## src/rtl/ftm_nmr_ctrl_pkg.sv

```systemverilog
// ftm_nmr_pkg: FSM state type and default sizing shared by the NMR fault-tolerance manager
package ftm_nmr_pkg;
  typedef enum logic [2:0] {RUN, HALT, RECOVER, RST, FAIL} ftm_state_e;
  localparam int DEF_TIMEOUT = 1024;
  localparam int DEF_CLEAN_WINDOW = 256;
  localparam int CNT_W = $clog2(DEF_TIMEOUT);
  localparam int CLEAN_W = $clog2(DEF_CLEAN_WINDOW);
endpackage

```

## src/rtl/ftm_nmr_ctrl_if.sv

```systemverilog
// ftm_nmr_ctrl_if: replica write ports, pc/done inputs and recovery/alert outputs; master = core wrapper, slave = controller
interface ftm_nmr_ctrl_if #(
  parameter int NUM_CORES = 3,
  parameter int DATA_W = 32,
  parameter int ADDR_W = 5
);
  logic enable_i;
  logic [NUM_CORES-1:0] we_i;
  logic [NUM_CORES*ADDR_W-1:0] waddr_i;
  logic [NUM_CORES*DATA_W-1:0] wdata_i;
  logic [DATA_W-1:0] pc_i;
  logic valid_instr_i;
  logic done_i;
  logic recover_o;
  logic reset_o;
  logic recovering_o;
  logic error_o;
  logic alert_minor_o;
  logic alert_major_o;
  logic [NUM_CORES-1:0] fault_mask_o;
  logic [DATA_W-1:0] ckpt_pc_o;
  logic [3:0] retry_cnt_o;
  modport master (
    output enable_i, we_i, waddr_i, wdata_i, pc_i, valid_instr_i, done_i,
    input recover_o, reset_o, recovering_o, error_o, alert_minor_o, alert_major_o, fault_mask_o, ckpt_pc_o, retry_cnt_o
  );
  modport slave (
    input enable_i, we_i, waddr_i, wdata_i, pc_i, valid_instr_i, done_i,
    output recover_o, reset_o, recovering_o, error_o, alert_minor_o, alert_major_o, fault_mask_o, ckpt_pc_o, retry_cnt_o
  );
endinterface

```

## src/rtl/ftm_nmr_ctrl_voter.sv

```systemverilog
// ftm_nmr_voter: combinational majority vote over {we, waddr, wdata} tuples -> mismatch, majority_valid, fault_mask
module ftm_nmr_voter #(
  parameter int NUM_CORES = 3,
  parameter int DATA_W = 32,
  parameter int ADDR_W = 5
) (
  input  logic [NUM_CORES-1:0] we,
  input  logic [NUM_CORES*ADDR_W-1:0] waddr,
  input  logic [NUM_CORES*DATA_W-1:0] wdata,
  output logic mismatch,
  output logic majority_valid,
  output logic [NUM_CORES-1:0] fault_mask
);
  logic [NUM_CORES-1:0][NUM_CORES-1:0] eq;
  for (genvar k = 0; k < NUM_CORES; k++) begin : g_row
    for (genvar j = 0; j < NUM_CORES; j++) begin : g_col
      assign eq[k][j] = (we[k] == we[j]) && (!we[k] ||
        (waddr[k*ADDR_W +: ADDR_W] == waddr[j*ADDR_W +: ADDR_W] &&
         wdata[k*DATA_W +: DATA_W] == wdata[j*DATA_W +: DATA_W]));
    end
  end
  always_comb begin
    mismatch = ~&eq[0];
    majority_valid = 1'b0;
    fault_mask = '1;
    for (int k = 0; k < NUM_CORES; k++) begin
      if ($countones(eq[k]) > NUM_CORES / 2) begin
        majority_valid = 1'b1;
        fault_mask = ~eq[k];
      end
    end
  end
endmodule

```

## src/rtl/ftm_nmr_ctrl.sv

```systemverilog
// ftm_nmr_ctrl: NMR lockstep manager (clk_i, rst_i, bus) - registered vote, pc checkpoint, halt/recover/reset/fail sequencing
module ftm_nmr_ctrl
  import ftm_nmr_pkg::*;
#(
  parameter int NUM_CORES = 3,
  parameter int DATA_W = 32,
  parameter int ADDR_W = 5,
  parameter int MAX_RETRY = 3,
  parameter int TIMEOUT = DEF_TIMEOUT,
  parameter int RESET_CYCLES = 4,
  parameter int CLEAN_WINDOW = DEF_CLEAN_WINDOW
) (
  input logic clk_i,
  input logic rst_i,
  ftm_nmr_ctrl_if.slave bus
);
  localparam int TW = $clog2(TIMEOUT);
  localparam int WW = $clog2(CLEAN_WINDOW);
  localparam int RW = $clog2(RESET_CYCLES + 1);
  ftm_state_e st;
  logic v_mis, v_maj, mis_en, mis_q;
  logic [NUM_CORES-1:0] v_mask;
  logic [TW-1:0] timer;
  logic [WW-1:0] clean;
  logic [RW-1:0] rcnt;
  ftm_nmr_voter #(.NUM_CORES(NUM_CORES), .DATA_W(DATA_W), .ADDR_W(ADDR_W)) u_voter (
    .we(bus.we_i), .waddr(bus.waddr_i), .wdata(bus.wdata_i),
    .mismatch(v_mis), .majority_valid(v_maj), .fault_mask(v_mask)
  );
  assign mis_en = v_mis && bus.enable_i;
  always_ff @(posedge clk_i) begin
    if (rst_i) begin
      st <= RUN;
      mis_q <= 1'b0;
      timer <= '0;
      clean <= '0;
      rcnt <= '0;
      bus.recover_o <= 1'b0;
      bus.reset_o <= 1'b0;
      bus.recovering_o <= 1'b0;
      bus.error_o <= 1'b0;
      bus.alert_minor_o <= 1'b0;
      bus.alert_major_o <= 1'b0;
      bus.fault_mask_o <= '0;
      bus.ckpt_pc_o <= '0;
      bus.retry_cnt_o <= '0;
    end else begin
      mis_q <= 1'b0;
      bus.alert_minor_o <= 1'b0;
      bus.alert_major_o <= 1'b0;
      // a pending mismatch_q freezes the vote so the mask seen during recovery is the one that triggered it
      if (st == RUN && !mis_q && bus.enable_i) begin
        mis_q <= v_mis;
        bus.fault_mask_o <= v_mask;
        bus.alert_minor_o <= v_mis && v_maj;
        bus.alert_major_o <= v_mis && !v_maj;
      end
      if (st == RUN && bus.valid_instr_i && !mis_en) begin
        bus.ckpt_pc_o <= bus.pc_i;
        clean <= (clean == WW'(CLEAN_WINDOW - 1)) ? '0 : clean + 1'b1;
        if (clean == WW'(CLEAN_WINDOW - 1)) bus.retry_cnt_o <= '0;
      end else if (mis_en) begin
        clean <= '0;
      end
      case (st)
        RUN: begin
          if (mis_q && bus.enable_i) begin
            if (bus.retry_cnt_o == 4'(MAX_RETRY)) begin
              st <= FAIL;
              bus.error_o <= 1'b1;
              bus.reset_o <= 1'b1;
            end else begin
              st <= HALT;
              bus.recover_o <= 1'b1;
              bus.retry_cnt_o <= bus.retry_cnt_o + 4'(bus.retry_cnt_o != 4'hf);
            end
          end
        end
        HALT: begin
          st <= RECOVER;
          bus.recover_o <= 1'b0;
          bus.recovering_o <= 1'b1;
          timer <= '0;
        end
        RECOVER: begin
          if (bus.done_i) begin
            st <= RUN;
            bus.recovering_o <= 1'b0;
            bus.fault_mask_o <= '0;
          end else if (timer == TW'(TIMEOUT - 1)) begin
            st <= RST;
            bus.recovering_o <= 1'b0;
            bus.reset_o <= 1'b1;
            rcnt <= '0;
          end else begin
            timer <= timer + 1'b1;
          end
        end
        RST: begin
          if (rcnt == RW'(RESET_CYCLES - 1)) begin
            st <= RUN;
            bus.reset_o <= 1'b0;
            bus.fault_mask_o <= '0;
            timer <= '0;
          end else begin
            rcnt <= rcnt + 1'b1;
          end
        end
        FAIL: begin
          bus.error_o <= 1'b1;
          bus.reset_o <= 1'b1;
          bus.recover_o <= 1'b0;
          bus.recovering_o <= 1'b0;
        end
        default: st <= RUN;
      endcase
    end
  end
endmodule
```

## src/flat_wrapper.sv

```systemverilog
// flat-port wrapper written by rule: the top's interface ports become plain ports
module ftm_nmr_ctrl_flat import ftm_nmr_pkg::*;
#(
  parameter int NUM_CORES = 3,
  parameter int DATA_W = 32,
  parameter int ADDR_W = 5,
  parameter int MAX_RETRY = 3,
  parameter int TIMEOUT = DEF_TIMEOUT,
  parameter int RESET_CYCLES = 4,
  parameter int CLEAN_WINDOW = DEF_CLEAN_WINDOW
)
  (clk_i, rst_i, bus_enable_i, bus_we_i, bus_waddr_i, bus_wdata_i, bus_pc_i, bus_valid_instr_i, bus_done_i, bus_recover_o, bus_reset_o, bus_recovering_o, bus_error_o, bus_alert_minor_o, bus_alert_major_o, bus_fault_mask_o, bus_ckpt_pc_o, bus_retry_cnt_o);
  ftm_nmr_ctrl_if #(.NUM_CORES(NUM_CORES), .DATA_W(DATA_W), .ADDR_W(ADDR_W)) bus_i ();
  input logic clk_i;
  input logic rst_i;
  input wire logic [$bits(bus_i.enable_i)-1:0] bus_enable_i;
  input wire logic [$bits(bus_i.we_i)-1:0] bus_we_i;
  input wire logic [$bits(bus_i.waddr_i)-1:0] bus_waddr_i;
  input wire logic [$bits(bus_i.wdata_i)-1:0] bus_wdata_i;
  input wire logic [$bits(bus_i.pc_i)-1:0] bus_pc_i;
  input wire logic [$bits(bus_i.valid_instr_i)-1:0] bus_valid_instr_i;
  input wire logic [$bits(bus_i.done_i)-1:0] bus_done_i;
  output wire logic [$bits(bus_i.recover_o)-1:0] bus_recover_o;
  output wire logic [$bits(bus_i.reset_o)-1:0] bus_reset_o;
  output wire logic [$bits(bus_i.recovering_o)-1:0] bus_recovering_o;
  output wire logic [$bits(bus_i.error_o)-1:0] bus_error_o;
  output wire logic [$bits(bus_i.alert_minor_o)-1:0] bus_alert_minor_o;
  output wire logic [$bits(bus_i.alert_major_o)-1:0] bus_alert_major_o;
  output wire logic [$bits(bus_i.fault_mask_o)-1:0] bus_fault_mask_o;
  output wire logic [$bits(bus_i.ckpt_pc_o)-1:0] bus_ckpt_pc_o;
  output wire logic [$bits(bus_i.retry_cnt_o)-1:0] bus_retry_cnt_o;
  assign bus_i.enable_i = bus_enable_i;
  assign bus_i.we_i = bus_we_i;
  assign bus_i.waddr_i = bus_waddr_i;
  assign bus_i.wdata_i = bus_wdata_i;
  assign bus_i.pc_i = bus_pc_i;
  assign bus_i.valid_instr_i = bus_valid_instr_i;
  assign bus_i.done_i = bus_done_i;
  assign bus_recover_o = bus_i.recover_o;
  assign bus_reset_o = bus_i.reset_o;
  assign bus_recovering_o = bus_i.recovering_o;
  assign bus_error_o = bus_i.error_o;
  assign bus_alert_minor_o = bus_i.alert_minor_o;
  assign bus_alert_major_o = bus_i.alert_major_o;
  assign bus_fault_mask_o = bus_i.fault_mask_o;
  assign bus_ckpt_pc_o = bus_i.ckpt_pc_o;
  assign bus_retry_cnt_o = bus_i.retry_cnt_o;
  ftm_nmr_ctrl #(.NUM_CORES(NUM_CORES), .DATA_W(DATA_W), .ADDR_W(ADDR_W), .MAX_RETRY(MAX_RETRY), .TIMEOUT(TIMEOUT), .RESET_CYCLES(RESET_CYCLES), .CLEAN_WINDOW(CLEAN_WINDOW)) u_core (.clk_i(clk_i), .rst_i(rst_i), .bus(bus_i));
endmodule
```

## config.mk

```make
export PLATFORM = sky130hd
export DESIGN_NAME = ftm_nmr_ctrl_flat
export DESIGN_NICKNAME = d
export VERILOG_FILES = /design/src/rtl/ftm_nmr_ctrl_pkg.sv /design/src/rtl/ftm_nmr_ctrl_if.sv /design/src/rtl/ftm_nmr_ctrl_voter.sv /design/src/rtl/ftm_nmr_ctrl.sv /design/src/flat_wrapper.sv
export SDC_FILE = /design/constraint.sdc
export NUM_CORES = 1
export LEC_CHECK = 0
export CORE_MARGIN = 4
export CORE_UTILIZATION = 42
export CTS_CLUSTER_DIAMETER = 50
export CTS_CLUSTER_SIZE = 8
export DETAILED_ROUTE_END_ITERATION = 10
export PLACE_DENSITY = 0.9
export SLEW_MARGIN = 20
export SYNTH_ARGS = -nofsm -noshare
export SYNTH_HDL_FRONTEND = slang
export SYNTH_HIERARCHICAL = 1
export SYNTH_SLANG_ARGS = --single-unit
```

## constraint.sdc

```tcl
create_clock -name clk_i -period 3 [get_ports clk_i]
set_input_delay 0.45 -clock clk_i [delete_from_list [all_inputs] [get_ports clk_i]]
set_output_delay 0.45 -clock clk_i [all_outputs]
set_load 0.1 [all_outputs]
```

# After elaboration in Yosys (flattened, before gate mapping)
# Cells that the tools add are included.
# Widths: inputs -> output; s select.
classes:
  reduce_logical: 51
  n_bitwise: 5
  mux: 45
  addsub: 10
  order_cmp: 3
  n_eq_ne: 36
op_table:
  columns: ["op", "count"]
  rows:
  - ["$eq 32x32->1", 6]
  - ["$gt 32x2->1 const B", 3]
  - ["$add 32x1->32", 2]
  - ["$mux 3", 14]
  - ["$add 32x1->32 const B", 1]
  - ["$eq 5x5->1", 6]
  - ["$mux 10", 3]
  - ["$pmux 10 s3", 1]
  - ["$mux 8", 3]
  - ["$logic_and 1x1->1", 20]
  - ["$mux 4", 5]
  - ["$pmux 3 s5", 1]
  - ["$mux 1", 12]
  - ["$ne 2x2->1 const B", 6]
  - ["$pmux 3 s2", 2]
  - ["$reduce_and 4->1", 3]
  - ["$add 10x1->10 const B", 1]
  - ["$eq 10x10->1 const B", 1]
  - ["$eq 3x2->1 const B", 3]
  - ["$not 3->3", 3]
  - ["$add 8x1->8 const B", 1]
  - ["$eq 8x8->1 const B", 1]
  - ["$reduce_bool 2->1", 4]
  - ["$logic_not 1->1", 7]
  - ["24 further kinds", 41]
totals:
  register_bits: 70
  word_cells: 164

# Logic depth before layout (Yosys ltp)
depth:
  depth_word: 13
  mapped_depth: 12
  mapped_depth_nobuf: 11

# By module
# The synthesis kept the hierarchy.
by_module_without_submodules:
  columns: ["module", "cells_per_inst", "instances", "area_per_inst_um2", "seq_area_each_um2"]
  rows:
  - ["ftm_nmr_ctrl", 366, 1, 2981.6, 1401.3]
  - ["ftm_nmr_voter", 164, 1, 1286.2, 0.0]

# Worst setup path after synthesis
# No wires, ideal clock.
synth_timing:
  path_type: "in2reg"
  from: "in bus_wdata_i[57]"
  to: "reg u_core.clean[5]"
  stages: 12
  t_required_ns: 2.928
  setup_slack_ns: 0.281
  arrival_ns: 2.648
  cell_sequence: "xor2_1 nor4_1 nand4_1 or4_1 o21ai_0 nand2_1 nand2_1 nand2b_1 buf_1 or3_1 o21a_1 mux2i_1"
synth_via:
  elab_chain_cells: 10
synth_lines:
  columns: ["item", "line_no", "rtl"]
  rows:
  - ["from (decl)", "flat_wrapper.sv:19", "input wire logic [$bits(bus_i.wdata_i)-1:0] bus_wdata_i;"]
  - ["$eq 32x32->1 *", "ftm_nmr_ctrl_voter.sv:19", "wdata[k*DATA_W +: DATA_W] == wdata[j*DATA_W +: DATA_W]));"]
  - ["$logic_and 1x1->1 *", "ftm_nmr_ctrl_voter.sv:18", "(waddr[k*ADDR_W +: ADDR_W] == waddr[j*ADDR_W +: ADDR_W] &&"]
  - ["$logic_or 1x1->1 *", "ftm_nmr_ctrl_voter.sv:17", "assign eq[k][j] = (we[k] == we[j]) && (!we[k] ||"]
  - ["$logic_and 1x1->1 *", "ftm_nmr_ctrl_voter.sv:17", null]
  - ["$reduce_and 2->1 *", "ftm_nmr_ctrl_voter.sv:23", "mismatch = ~&eq[0];"]
  - ["$logic_not 1->1 *", "ftm_nmr_ctrl_voter.sv:23", null]
  - ["named net u_core.v_mis", "ftm_nmr_ctrl.sv:21", "logic v_mis, v_maj, mis_en, mis_q;"]
  - ["$logic_and 1x1->1 *", "ftm_nmr_ctrl.sv:30", "assign mis_en = v_mis && bus.enable_i;"]
  - ["$logic_not 1->1", "ftm_nmr_ctrl.sv:58", "if (st == RUN && bus.valid_instr_i && !mis_en) begin"]
  - ["$logic_and 1x1->1", "ftm_nmr_ctrl.sv:58", null]
  - ["$mux 8 or $reduce_bool 2->1 (tied branches)", null, null]
  - ["to (signal assigned)", "ftm_nmr_ctrl.sv:60", "clean <= (clean == WW'(CLEAN_WINDOW - 1)) ? '0 : clean + 1'b1;"]
  - ["to (decl)", "ftm_nmr_ctrl.sv:24", "logic [WW-1:0] clean;"]
# Mark *: on every way through the listed nets, which the timed path passes. The rest lies on a longest branch.
# A chain may end at the register's enable or synchronous reset.

# Final worst setup path
layout_timing:
  from: "in bus_wdata_i[52]"
  to: "reg u_core.clean[5]"
# Same word-level chain as after synthesis.

==> key figures <==
Logic synthesis
  – Compound-cell area share of the yosys netlist: approximately an eighth
  – Yosys top cell area share: 32.83%
  – Main synth FF type: dfxtp_1
  – Yosys top cell by area: dfxtp_1
  – EDFF count, synth: 0
  – Most area-consuming cells after synthesis: dfxtp_1 33%, xor2_1 21%, nand2_1 7.9%, a21oi_1 6.4%, nor4_1 3.7%
  – YS warnings: 6
  – #FFs+latches synth: 70
  – Synth unique cells: 50
  – Mux contribution to synthesized area: less than 1%
  – Seq/Total Area, Yosys: approximately 33%
  – Syn Area/Cell: ~8 um^2
  – Post-synthesis simple-gate area fraction: around 25%
  – Most numerous cell in the Yosys netlist: xor2_1
  – Net Count, Synth: between 600 and 700
  – Mapped cell area: approximately 4300 um^2
  – Main combinational cell family by area after synthesis: simple AND/OR/NAND/NOR gates
  – Post-Synth XOR/XNOR Area: between 20% and 30%
  – Cells after Synth: 530
  – Top cells by count, synth: 104 x xor2_1, 90 x nand2_1, 70 x dfxtp_1, 55 x a21oi_1, 26 x nor2_1
  – Adder-Cell Fraction of Synth Area: 1.759%
  – FFs w/ async S/R, synth: 0%

Clock network
  – CTS tree: yes
  – Root buffer cell: clkbuf_8
  – H-tree depth: 3
  – Clock-pin slew on the worst setup and hold paths: 0.08 ns
  – CTS Buf Count: 9
  – CTS Hold Bufs: 0
  – Clock latency on the worst-skew pair: 0.35 ns
  – Num Clock Sinks: 70
  – Clock Path Buffers: 2

Setup path
  – Setup crit start kind: input pin
  – Critical Path Fanout Max: 4
  – Worst Path Arrival: 3.16 ns
  – Setup CP Type: in -> reg
  – Worst setup path start: bus_wdata_i[52]
  – Top cell by count, worst path: nand2_2
  – FF-to-FF Start: u_core/st[2]
  – Reg-to-reg endpoint: u_core/timer[6]
  – Worst-path cell chain: clkdlybuf4s50_1 > xor2_1 > nor4_1 > nand4_1 > or4_4 > o21ai_2 > nand2_2 > nand2_2 > nand2b_4 > or3_1 > o21a_1 > mux2i_1
  – Crit-path max cell delay: about 0.47 ns
  – CP endpoint: u_core/clean[5]
  – Worst EP required: approximately 3.3 ns
  – Worst reg-to-reg setup slack: 0.92 ns
  – Worst r2r path cells: 5
  – Crit. End Element: flop
  – Slowest stage cell, crit path: clkdlybuf4s50_1

Pwr
  – Leak: ~2.9 nW
  – Worst IR drop on VDD: between 200 and 250 uV
  – Pwr dens: a little under 400 nW/um^2

Cells and area
  – ANT cells: 0
  – Area Overhead vs Synth: 67.08%
  – Final layout net count: approximately 970
  – Ratio of cells with drive above 1 in the final layout: approximately a fifth
  – Final instance area: 7131 um^2

Floorplanning
  – Die span in y: about 110 um
  – Std cell rows: 36
  – Core region area: slightly below 10000 um^2
  – Full die area: 11840 um^2
  – Starting Density: ~43%
  – IO Count: 196
  – Die W: about 110 um

Route
  – Post-route ant nets: 0
  – First DRT Iteration DRCs: about 240
  – Vias: 4923
  – Post-Route WL: 15000 um
  – DR WL/cell: around 16 um
  – Vias per cell: about 5.2
  – Iteration count of the initial detailed-routing pass: 4
  – Residual DRC: 0

Global route
  – GRT Util Overall: about 25%
  – Pin count of the biggest net entering global routing: between 50 and 60
  – Gr ovfl total: 0
  – Vias in the first global route: 5044
  – First-pass GRT wire length: about 23000 um
  – Initial antenna violation count: 0

Run
  – Max cap viols: 0

Placed design
  – GPL Wtd Cong: around 0.96
  – DP Area: about 6900 um^2
  – Pre-CTS WS: -0.4387 ns
  – DP Wirelength: around 13000 um
  – Port bufs: about 200

Timing
  – Max Freq: 0.3466 GHz
  – PnR worst setup slack: 0.1150 ns
  – Final hold slack: approximately 0.45 ns
  – Slew of the pin with the lowest slew margin: 0.5856 ns
  – Final Max Slew Viols: 0
  – Final setup viols: 0
  – Final Cycle Share: a little under 100%
  – Hold Fails Final Rpt: 0
  – Skew final: about 0.0092 ns
  – Slew margin rel.: between 60% and 70%
  – Final min period: 2.885 ns

Worst hold path
  – Hold WC Path Type: reg -> reg

Status
  – Status: finished clean
power breakdown:
group | internal [W] | total (W) | switching (W)
Clock | 0.000315 | 0.000706 | 0.000391
Sequential | 0.000977 | 0.00102 | 0.0000405
Combinational | 0.000448 | 0.00108 | 0.000633
routing by layer:
layer	track usage, %	routed length [um]	vias up	share of wire (%)
met1	24.99	5433	2234	36
met2	46.87	7553	232	50
met5	0	0	-	0
met4	11.99	544	0	3.6
li1	-	-	2420	-
met3	7.164	1468	37	9.8
sequential cells by signal, indices dropped and copies added, names as in the netlist:
signal                    cells
u_core/bus.alert_major_o      1
u_core/bus.alert_minor_o      1
u_core/bus.ckpt_pc_o         32
u_core/bus.error_o            1
u_core/bus.fault_mask_o       3
u_core/bus.recover_o          1
u_core/bus.recovering_o       1
u_core/bus.reset_o            1
u_core/bus.retry_cnt_o        4
u_core/clean                  8
u_core/mis_q                  1
u_core/rcnt                   3
u_core/st                     3
u_core/timer                 10
critical path: cells and delay by family:
family                 cells  cell delay, ns
XOR/XNOR                   1            0.20
multiplexers               1            0.13
buffers and inverters      1            0.47
AND/OR/NAND/NOR            7            1.62
AO/OA/AOI/OAI              2            0.30
metrics by stage:
step	utilization (%)	setup TNS, ns	total power, W	instances
floorplan	-	0	0.001613	530
global route	72.62	-0.03389	0.002924	946
CTS	72.09	0	0.002803	945
detailed placement	70.02	-12.16	0.002099	929
finish	72.62	0	0.002804	946
global placement	70.02	-10.77	0.002079	929
cells by family (layout without fill, tap and decap cells):
logic type	after synthesis	in the layout
AOI/OAI and AO/OA	93	93
muxes	4	4
DFF	70	70
xor gates and xnor gates	116	116
adders and majority gates	6	6
buffers and inverters	23	306
and+or+nand+nor	218	218
repair_timing:
| item | 4_1_cts | 5_1_grt |
|---|---|---|
| setup buffers | 0 | 1 |
| resized for setup | 4 | 11 |
| setup endpoints to repair | 3 | 39 |
| pin swaps | 0 | 3 |
how the worst min path moves through the flow:
stage                             startpoint                  endpoint  slack [ns]  cells after the start
floorplan                    u_core/clean[7]           u_core/clean[7]        0.43                      1
global placement          u_core/bus.error_o        u_core/bus.error_o        0.44                      2
detailed placement        u_core/bus.error_o        u_core/bus.error_o        0.44                      2
CTS                       u_core/bus.error_o        u_core/bus.error_o        0.46                      2
global route        u_core/bus.ckpt_pc_o[10]  u_core/bus.ckpt_pc_o[10]        0.48                      2
finish                    u_core/bus.error_o        u_core/bus.error_o        0.45                      2
area by class of cell:
| cell class | instances | area (um^2) |
|---|---|---|
| clock buffers | 9 | 123.9 |
| clock inverters | 7 | 61.31 |
| fillers | 719 | 2689 |
| inverters | 3 | 11.26 |
| multi-input cells | 437 | 2818 |
| flip-flops and latches | 70 | 1401 |
| well taps | 133 | 166.4 |
| repair buffers | 287 | 2549 |
placed cells by master (no fill, tap or decap), types with 3 or more instances in the layout:
cell,n
buf_4,134
or3_1,5
nand3_1,14
nand2b_1,7
mux2i_1,4
nor3_1,12
ha_1,6
xnor2_1,12
xor2_1,104
clkdlybuf4s50_1,149
a311oi_1,3
clkbuf_8,9
nor2b_1,3
and3_1,3
nand4_1,12
nor3_2,3
a21oi_1,55
a41oi_1,4
inv_6,3
dfxtp_1,70
nand2_1,88
and2_1,3
nor2_1,26
o21ai_0,4
a31oi_1,6
nor4_2,3
inv_1,3
a211oi_1,4
nor4_1,22
No activity file was read; power rests on OpenSTA's default activity.
==> patch: new RTL, same settings <==
Re-encode `ftm_state_e` (5 states) as one-hot, 5 bits wide.
--- a/src/rtl/ftm_nmr_ctrl_pkg.sv
+++ b/src/rtl/ftm_nmr_ctrl_pkg.sv
@@ -1,6 +1,6 @@
 // ftm_nmr_pkg: FSM state type and default sizing shared by the NMR fault-tolerance manager
 package ftm_nmr_pkg;
-  typedef enum logic [2:0] {RUN, HALT, RECOVER, RST, FAIL} ftm_state_e;
+  typedef enum logic [4:0] {RUN = 5'b00001, HALT = 5'b00010, RECOVER = 5'b00100, RST = 5'b01000, FAIL = 5'b10000} ftm_state_e;
   localparam int DEF_TIMEOUT = 1024;
   localparam int DEF_CLEAN_WINDOW = 256;
   localparam int CNT_W = $clog2(DEF_TIMEOUT);
Check against the original RTL: no difference found for any inputs over 10 cycles, from zero or initial values and one cycle with rst_i high; not proved beyond that.
==> patch against the unedited design <==
Worst setup slack worse by 0.0074 ns; non-clock buffer count down 32; clock power up 24%; global-route usage down 0.54 points; design area unchanged; area after synthesis up 5.3%; via count up 3.2%; sequential cell count up 2; routed wire length up 8.1%; sequential power about the same; total power down 0.28%.
==> patch: results <==
logic_synthesis:
  synthCells: 548
  async_reset_ff_share_pct: 0
  synthTopCellsByArea: "dfxtp_1 32%, xor2_1 21%, nand2_1 7.2%"
  ys_types: 54
  yosysSeqAreaShare_pct: 32.1
  yosys-top-cells-count: "107 x xor2_1, 86 x nand2_1, 72 x dfxtp_1"
  synth_fp_nets: 705
placed_design:
  place.gp.congestion: 0.963
  hpwl_um: 13100
  dpl.cell_count: 918
  dp_slack_ns: -0.237
drt:
  drtPass1Iterations: 5
  drt_iter0_drc: 415
  wl_met2_um: 8510
  wl_met3_um: 1210
  routed_wl_um: 16200
  drt-met1-wl_um: 5630
  route.vias.total: 5081
pwr:
  intPower_mw: 1.85
  vdd_drop_max_mv: 0.398
  p_leak_nw: 2.86
global_route:
  grt_max_degree: 33
  met2_usage_pct: 46.4
  grt_util_met1_pct: 23.5
  grtUsageMet3_pct: 6.79
  grt_pass1_wl_um: 24800
  grt_pass1_vias: 5189
  grt_usage_pct: 24.4
worst_setup_path:
  r2r_cells: 7
  r2r-start: "u_core/rcnt[0]"
  rrSetupSlack_ns: 0.82
  r2r_end: "u_core/timer[5]"
  critPathMaxFanout: 16
final_layout:
  layout.cells.non_filler: 935
  n_fill_cell: 761
  nets: 951
  layout-drive-gt1-share_pct: 17.4
sta:
  final.setup_skew_ns: 0.00582
  slew_headroom_pct: 60.5
outcome:
  outcome: "complete, no violations"
clock_tree:
  cts.path.max_buffers: 2
  clk_pin_slew_ns: 0.08
min_path:
  holdPathEnd: "u_core/bus.ckpt_pc_o[5]"
  min_path_type: "flop to flop"
  hp-start: "u_core/bus.ckpt_pc_o[5]"
patch: cell count changes after synthesis, moves of 4 or more:
cell,delta
clkbuf_1,-7
a31oi_1,-5
o31ai_1,+5
a41oi_1,-4
and3_1,+4
buf_2,+4
inv_1,+4
nand2_1,-4
nor3_1,-4
o21ai_0,+4
patch: stage by stage:
stage               util (%)  hold slack (ns)  cell area [um^2]  power (mW)
floorplan                  -            0.432              4490        1.49
global placement        66.1            0.440              6850        1.90
detailed placement      66.1            0.450              6850        1.92
CTS                     68.2            0.462              7080        2.78
global route            68.8            0.476              7130        2.89
finish                  68.8            0.459              7130        2.80
patch: critical path, stage by stage:
cell             delay [ns]
clkdlybuf4s50_1        0.45
xor2_1                 0.18
nor4_1                 0.41
nand4_1                0.19
or4_1                  0.45
o21ai_0                0.12
nand2_1                0.11
buf_4                  0.16
a21oi_4                0.22
buf_12                 0.19
nand2_1                0.08
a21oi_1                0.15
patch: area by class of cell:
cell class | count | area, um^2 | area share (%)
inverter | 7 | 26.3 | 0.368
timing repair buffer | 255 | 2330 | 32.6
clock buffer | 9 | 124 | 1.74
tap | 136 | 170 | 2.39
clock inverter | 7 | 101 | 1.42
sequential | 72 | 1440 | 20.2
multi-input combinational | 449 | 2940 | 41.2
patch: how the worst max path moves through the flow:
| stage | from | to | slack (ns) |
|---|---|---|---|
| 2_1_floorplan | bus_wdata_i[57] | u_core/bus.retry_cnt_o[3] | 0.55 |
| 3_3_place_gp | bus_wdata_i[61] | u_core/bus.retry_cnt_o[3] | -0.12 |
| 3_5_place_dp | bus_wdata_i[39] | u_core/bus.ckpt_pc_o[4] | -0.24 |
| 4_1_cts | bus_wdata_i[39] | u_core/bus.ckpt_pc_o[24] | 0.11 |
| 5_1_grt | bus_wdata_i[49] | u_core/bus.ckpt_pc_o[15] | 0.0008 |
| 6_report | bus_wdata_i[52] | u_core/bus.ckpt_pc_o[24] | 0.11 |
patch: what timing repair did:
item,CTS,global route
endpoints found under the setup margin,0,25
hold buffers,0,0
gates resized for setup,0,6
patch: kinds of logic (layout without fill, tap and decap cells):
| kind of cell | after synthesis | in the layout | share of synthesized area [%] |
|---|---|---|---|
| flops | 72 | 72 | 32.1 |
| compound gates | 94 | 94 | 12.3 |
| xor+xnor | 118 | 118 | 23.0 |
| simple gates | 224 | 224 | 26.2 |
| fa+ha+maj | 6 | 6 | 1.67 |
| buf+inv | 27 | 278 | 3.15 |
| mux | 7 | 7 | 1.56 |
patch: power by group through the flow:
stage | logic [mW] | registers, mW | clock network, mW
CTS | 0.888 | 1.02 | 0.877
detailed placement | 0.882 | 1.04 | 0
global placement | 0.863 | 1.04 | 0
floorplan | 0.231 | 1.26 | 0
finish | 0.905 | 1.02 | 0.873
global route | 0.949 | 1.02 | 0.918
